===== src/rtl/asrv32_fetch_pkg.sv =====
// asrv32_fetch_pkg: shared constants, FSM encoding and helpers of the fetch stage
package asrv32_fetch_pkg;
    localparam logic [31:0] NOP_INST = 32'h0000_0013;
    localparam int FETCH_STATE_WIDTH = 2;

    typedef enum logic [FETCH_STATE_WIDTH-1:0] {
        IDLE    = 2'd0,
        FETCH   = 2'd1,
        STALLED = 2'd2,
        DISCARD = 2'd3
    } fetch_state_e;

    function automatic logic [31:0] word_align(input logic [31:0] a);
        return a & ~32'h3;
    endfunction
endpackage


===== src/rtl/asrv32_fetch_if.sv =====
// asrv32_fetch_if: instruction-memory bus and decoder handoff of the fetch stage
interface asrv32_fetch_if;
    logic [31:0] iaddr;
    logic        stb_inst;
    logic        ack_inst;
    logic [31:0] mem_inst;
    logic [31:0] inst;
    logic [31:0] pc;
    logic        valid;
    logic        stall;
    logic        change_pc;
    logic [31:0] new_pc;

    modport master (
        output iaddr, stb_inst, inst, pc, valid,
        input  ack_inst, mem_inst, stall, change_pc, new_pc
    );

    modport slave (
        input  iaddr, stb_inst, inst, pc, valid,
        output ack_inst, mem_inst, stall, change_pc, new_pc
    );
endinterface


===== src/rtl/asrv32_fetch_skid.sv =====
// asrv32_fetch_skid: one-entry {inst,pc} buffer catching the word acked while the decoder stalls
module asrv32_fetch_skid
    import asrv32_fetch_pkg::*;
(
    input  logic        clk,
    input  logic        rst_n,
    input  logic        load,
    input  logic        unload,
    input  logic        clear,
    input  logic [31:0] din_inst,
    input  logic [31:0] din_pc,
    output logic [31:0] inst,
    output logic [31:0] pc,
    output logic        full
);
    logic wr;

    assign wr = load && !full;

    always_ff @(posedge clk) begin
        if (!rst_n) begin
            full <= 1'b0;
            inst <= NOP_INST;
            pc   <= '0;
        end else begin
            full <= wr || (full && !(unload || clear));
            if (wr) begin
                inst <= din_inst;
                pc   <= din_pc;
            end
        end
    end
endmodule


===== src/rtl/asrv32_fetch.sv =====
// asrv32_fetch: PC owner and single-outstanding instruction fetch feeding the decoder
// through a registered boundary, with a skid entry for stalls and redirect handling.
module asrv32_fetch
    import asrv32_fetch_pkg::*;
#(
    parameter logic [31:0] PC_RESET = 32'h0000_0000
) (
    input logic           clk,
    input logic           rst_n,
    asrv32_fetch_if.master bus
);
    fetch_state_e state_q, state_d;
    logic [31:0]  iaddr_q, iaddr_d;
    logic [31:0]  inst_q, inst_d;
    logic [31:0]  pc_q, pc_d;
    logic         valid_q, valid_d;
    logic [31:0]  pend_q, pend_d;
    logic         skid_load, skid_unload, skid_clear, skid_full;
    logic [31:0]  skid_inst, skid_pc;

    asrv32_fetch_skid u_skid (
        .clk      (clk),
        .rst_n    (rst_n),
        .load     (skid_load),
        .unload   (skid_unload),
        .clear    (skid_clear),
        .din_inst (bus.mem_inst),
        .din_pc   (iaddr_q),
        .inst     (skid_inst),
        .pc       (skid_pc),
        .full     (skid_full)
    );

    assign bus.iaddr    = iaddr_q;
    assign bus.stb_inst = (state_q == FETCH) || (state_q == DISCARD);
    assign bus.inst     = inst_q;
    assign bus.pc       = pc_q;
    assign bus.valid    = valid_q;

    always_comb begin
        state_d     = state_q;
        iaddr_d     = iaddr_q;
        inst_d      = inst_q;
        pc_d        = pc_q;
        valid_d     = valid_q;
        pend_d      = pend_q;
        skid_load   = 1'b0;
        skid_unload = 1'b0;
        skid_clear  = 1'b0;
        unique case (state_q)
            IDLE: begin
                state_d = FETCH;
                if (bus.change_pc) iaddr_d = word_align(bus.new_pc);
            end
            FETCH: begin
                if (bus.change_pc) begin
                    valid_d = 1'b0;
                    if (bus.ack_inst) begin
                        iaddr_d = word_align(bus.new_pc);
                    end else begin
                        pend_d  = word_align(bus.new_pc);
                        state_d = DISCARD;
                    end
                end else if (bus.ack_inst && valid_q && bus.stall) begin
                    skid_load = !skid_full;
                    iaddr_d   = iaddr_q + 32'd4;
                    state_d   = STALLED;
                end else if (bus.ack_inst) begin
                    inst_d  = bus.mem_inst;
                    pc_d    = iaddr_q;
                    valid_d = 1'b1;
                    iaddr_d = iaddr_q + 32'd4;
                end else if (!bus.stall) begin
                    valid_d = 1'b0;
                end
            end
            STALLED: begin
                if (bus.change_pc) begin
                    skid_clear = 1'b1;
                    valid_d    = 1'b0;
                    iaddr_d    = word_align(bus.new_pc);
                    state_d    = FETCH;
                end else if (!bus.stall) begin
                    inst_d      = skid_inst;
                    pc_d        = skid_pc;
                    valid_d     = 1'b1;
                    skid_unload = 1'b1;
                    state_d     = FETCH;
                end
            end
            DISCARD: begin
                // the in-flight word belongs to the abandoned path; the newest redirect wins
                if (bus.ack_inst) begin
                    iaddr_d = bus.change_pc ? word_align(bus.new_pc) : pend_q;
                    state_d = FETCH;
                end else if (bus.change_pc) begin
                    pend_d = word_align(bus.new_pc);
                end
            end
            default: state_d = IDLE;
        endcase
    end

    always_ff @(posedge clk) begin
        if (!rst_n) begin
            state_q <= IDLE;
            iaddr_q <= word_align(PC_RESET);
            inst_q  <= NOP_INST;
            pc_q    <= word_align(PC_RESET);
            valid_q <= 1'b0;
            pend_q  <= word_align(PC_RESET);
        end else begin
            state_q <= state_d;
            iaddr_q <= iaddr_d;
            inst_q  <= inst_d;
            pc_q    <= pc_d;
            valid_q <= valid_d;
            pend_q  <= pend_d;
        end
    end
endmodule

===== src/flat_wrapper.sv =====
// flat-port wrapper written by rule: the top's interface ports become plain ports
module asrv32_fetch_flat import asrv32_fetch_pkg::*;
#(
    parameter logic [31:0] PC_RESET = 32'h0000_0000
)
  (clk, rst_n, bus_iaddr, bus_stb_inst, bus_inst, bus_pc, bus_valid, bus_ack_inst, bus_mem_inst, bus_stall, bus_change_pc, bus_new_pc);
  asrv32_fetch_if bus_i ();
  input logic clk;
  input logic rst_n;
  output wire logic [$bits(bus_i.iaddr)-1:0] bus_iaddr;
  output wire logic [$bits(bus_i.stb_inst)-1:0] bus_stb_inst;
  output wire logic [$bits(bus_i.inst)-1:0] bus_inst;
  output wire logic [$bits(bus_i.pc)-1:0] bus_pc;
  output wire logic [$bits(bus_i.valid)-1:0] bus_valid;
  input wire logic [$bits(bus_i.ack_inst)-1:0] bus_ack_inst;
  input wire logic [$bits(bus_i.mem_inst)-1:0] bus_mem_inst;
  input wire logic [$bits(bus_i.stall)-1:0] bus_stall;
  input wire logic [$bits(bus_i.change_pc)-1:0] bus_change_pc;
  input wire logic [$bits(bus_i.new_pc)-1:0] bus_new_pc;
  assign bus_iaddr = bus_i.iaddr;
  assign bus_stb_inst = bus_i.stb_inst;
  assign bus_inst = bus_i.inst;
  assign bus_pc = bus_i.pc;
  assign bus_valid = bus_i.valid;
  assign bus_i.ack_inst = bus_ack_inst;
  assign bus_i.mem_inst = bus_mem_inst;
  assign bus_i.stall = bus_stall;
  assign bus_i.change_pc = bus_change_pc;
  assign bus_i.new_pc = bus_new_pc;
  asrv32_fetch #(.PC_RESET(PC_RESET)) u_core (.clk(clk), .rst_n(rst_n), .bus(bus_i));
endmodule

===== config.mk =====
export PLATFORM = sky130hd
export DESIGN_NAME = asrv32_fetch_flat
export DESIGN_NICKNAME = d
export VERILOG_FILES = /design/src/rtl/asrv32_fetch_pkg.sv /design/src/rtl/asrv32_fetch_if.sv /design/src/rtl/asrv32_fetch_skid.sv /design/src/rtl/asrv32_fetch.sv /design/src/flat_wrapper.sv
export SDC_FILE = /design/constraint.sdc
export NUM_CORES = 1
export LEC_CHECK = 0
export ABC_AREA = 0
export BUFFER_PORTS_ARGS = -buffer_cell sky130_fd_sc_hd__buf_2
export CORE_MARGIN = 1.5
export CORE_UTILIZATION = 56
export CTS_CLUSTER_SIZE = 30
export DETAILED_ROUTE_END_ITERATION = 12
export PLACE_DENSITY = 0.8
export SETUP_SLACK_MARGIN = 0.3
export SYNTH_ARGS = -nofsm -noshare
export SYNTH_HDL_FRONTEND = slang
export SYNTH_SLANG_ARGS = --single-unit

===== constraint.sdc =====
create_clock -name clk -period 3.15 [get_ports clk]
set_input_delay 0.63 -clock clk [delete_from_list [all_inputs] [get_ports clk]]
set_output_delay 0.63 -clock clk [all_outputs]
set_load 0.02 [all_outputs]

==> flow_summary.json <==
{
  "synthCells": 1158,
  "syn_area_per_cell_sq_um": 8.41,
  "status": "complete, no violations",
  "first_pass_iters": 5,
  "drt_wl_total_um": 25900,
  "ios": 167,
  "cts_resized": 0,
  "drc": 0,
  "portBuffers": 164,
  "dp_slack_ns": 0.679,
  "htree_levels": 4,
  "cp-end-kind": "flip-flop",
  "hold_class": "in -> reg",
  "dieHeight_um": 135,
  "skew_ns": 0.0134,
  "dp_hpwl_um": 16300,
  "tightest_slew_ns": 0.832,
  "postCtsSetupBuffers": 0,
  "async_flop_share_pct": 0,
  "dpl_cell_area_sq_um": 10500,
  "rr_worst_depth": 5,
  "grt.total_usage_pct": 28.1,
  "drive_gt1_share_pct": 18.6,
  "syn_nets": 1228,
  "synth_top_flop_cell": "dfxtp_1",
  "dpl.cell_count": 1456,
  "slew_headroom_pct": 44.5,
  "cpPeakStageDelay_ns": 0.62,
  "design_area_sq_um": 11100,
  "cp_max_fo": 21,
  "total_power_mw": 5.62,
  "grt_pass1_vias": 8096,
  "cts_hold_buffers": 0,
  "whs_path_depth": 3,
  "ys_seq_area_share_pct": 40.3,
  "grt_pass1_wl_um": 41200,
  "core_sq_um": 17100,
  "max_cap_viol_count": 0,
  "vdd.ir_drop.worst_mv": 0.413,
  "fmax_ghz": 0.428,
  "synth_top_cell_by_area": "dfxtp_1",
  "viasPerCell": 6.02,
  "p_leak_nw": 4.62,
  "vias": 8968,
  "yosys_register_bits": 196,
  "worstSetupPathType": "reg -> reg",
  "cts_tree": "done",
  "worst_slack_ns": 0.813,
  "crit_required_ns": 3.47,
  "arrival_ns": 2.65,
  "crit_cells": 5,
  "utilization_pct": 65.1,
  "path_clk_slew_ns": 0.07,
  "clk_latency_ns": 0.43,
  "period_minus_slack_ns": 2.34,
  "ant_nets": 0,
  "setup_viol": 0,
  "die_w_um": 135,
  "synth_top_area_share_pct": 40.3,
  "cts_buffers": 17,
  "std_cell_rows": 48,
  "clockBufferDepth": 2,
  "first_iter_violations": 859,
  "antenna_found_initial": 1,
  "synth_area_leaders": "dfxtp_1, a21boi_1, nand2_1, mux2i_1, o21ai_0",
  "finalSetupTns_ns": 0,
  "cp_top_family": "simple AND/OR/NAND/NOR gates",
  "setup.worst_path.start_class": "flip-flop",
  "drv_slew": 0,
  "post_drt_wl_per_cell_um": 17.4,
  "gp_congestion": 0.860,
  "grt_max_degree": 129,
  "netlist_area_sq_um": 9740,
  "synth.distinct_cells": 64,
  "hold_violations": 0,
  "cp_cell_sequence": "buf_4, and3b_1, nand2_1, a311o_1, and3_1",
  "period_share_pct": 74.2,
  "synth_edf_count": 0,
  "gr-total-overflow": 0,
  "critPathBufInv": 1,
  "start_util_pct": 56.9,
  "hold_slack_ns": 0.441,
  "nNetsFinal": 1320,
  "ys.warnings.count": 0,
  "critPathSlowestCell": "dfxtp_1",
  "grt_setup_unrepaired": "no",
  "clkSinkCount": 196,
  "area_delta_synth_final_pct": 14.4,
  "die-area_sq_um": 18200,
  "clock-root-buffer": "clkbuf_16",
  "power_density_nw_per_um2": 505,
  "fin_cells": 1489
}
-- placed cells by master (no fill, tap or decap), drive strengths merged, types with 5 or more instances in the layout --
master    n
o22ai    20
mux2i    69
or3      67
o221ai   18
nand2b   11
a31oi     9
nand3    17
nand4    16
a21o      5
nor2b     8
nand3b    6
nor4      7
o21ai    90
clkinv    6
a21boi  160
buf     189
inv      10
and3     11
nor3      5
nand2   218
dfxtp   196
nor2     10
clkbuf   20
a21oi    29
-- synth_stat cells (3+ instances only) --
library cell	instances
nand2_1	218
dfxtp_1	196
a21boi_1	116
o21ai_0	89
mux2i_1	69
or3_1	67
clkbuf_1	66
a21boi_0	44
buf_2	34
a21oi_1	29
o22ai_1	20
o221ai_1	18
nand3_1	17
nand4_1	15
and3_1	11
nand2b_1	10
nor2_1	10
a31oi_1	9
inv_1	9
nor2b_1	8
buf_4	7
buf_6	7
nand3b_1	6
a21o_1	5
nor3_1	5
nor4_1	4
o211ai_1	4
o311ai_0	4
a221o_1	3
a221oi_1	3
a311o_1	3
a31o_2	3
a41oi_1	3
and4_1	3
o31a_1	3
o31ai_1	3
xnor2_1	3
-- worst paths after layout --
kind	start	endpoint	slack (ns)
max reg2reg	u_core.state_q[0]	u_core.bus.iaddr[31]	0.81
min	bus_mem_inst[0]	u_core.u_skid.inst[0]	0.44
max	u_core.state_q[0]	u_core.bus.iaddr[31]	0.81
min reg2reg	u_core.u_skid.inst[10]	u_core.u_skid.inst[10]	0.45
-- logic make-up after synthesis --
group / count (synthesis) / share of synthesized area (%)
compound gates: 373 / 26.2
xor+xnor: 5 / 0.450
fa+ha+maj: 1 / 0.128
buf+inv: 125 / 6.06
flops: 196 / 40.3
mux: 71 / 7.32
simple gates: 387 / 19.6
-- tightest hold or removal path: cells and delay by family --
family	cells	cell delay, ns
buffers and inverters	1	0.08
and+or+nand+nor	2	0.11
-- cell type report --
cell class / instances / area (sq um)
Multi-Input combinational cell: 837 / 5240
Antenna cell: 1 / 2.50
Clock inverter: 12 / 178
Timing Repair Buffer: 189 / 1040
Inverter: 9 / 33.8
Clock buffer: 20 / 447
Fill cell: 1496 / 5980
Sequential cell: 196 / 3920
Tap cell: 225 / 282
-- layer usage --
| metal | vias to the layer above | global-route usage (%) | part of all wire (%) |
|---|---|---|---|
| li1 | 4340 | - | - |
| met1 | 4225 | 37.2 | 44 |
| met2 | 366 | 46.4 | 48 |
| met3 | 37 | 4.77 | 6.8 |
| met4 | 0 | 9.80 | 1.8 |
| met5 | - | 0 | 0 |
-- where the power goes --
| group | leakage, nW | switching (mW) | total (mW) | internal, mW |
|---|---|---|---|---|
| combinational | 2.72 | 0.397 | 0.655 | 0.258 |
| clock | 0.304 | 0.948 | 2.30 | 1.35 |
| sequential | 1.59 | 0.112 | 2.66 | 2.55 |
-- flip-flops by register name, indices dropped and copies added, names as in the netlist --
name                count
u_core.u_skid.inst     32
u_core.state_q          2
u_core.pend_q          32
u_core.bus.iaddr       32
u_core.u_skid.full      1
u_core.bus.inst        32
u_core.bus.valid        1
u_core.u_skid.pc       32
u_core.bus.pc          32
Power figures use the tool's default switching activity.
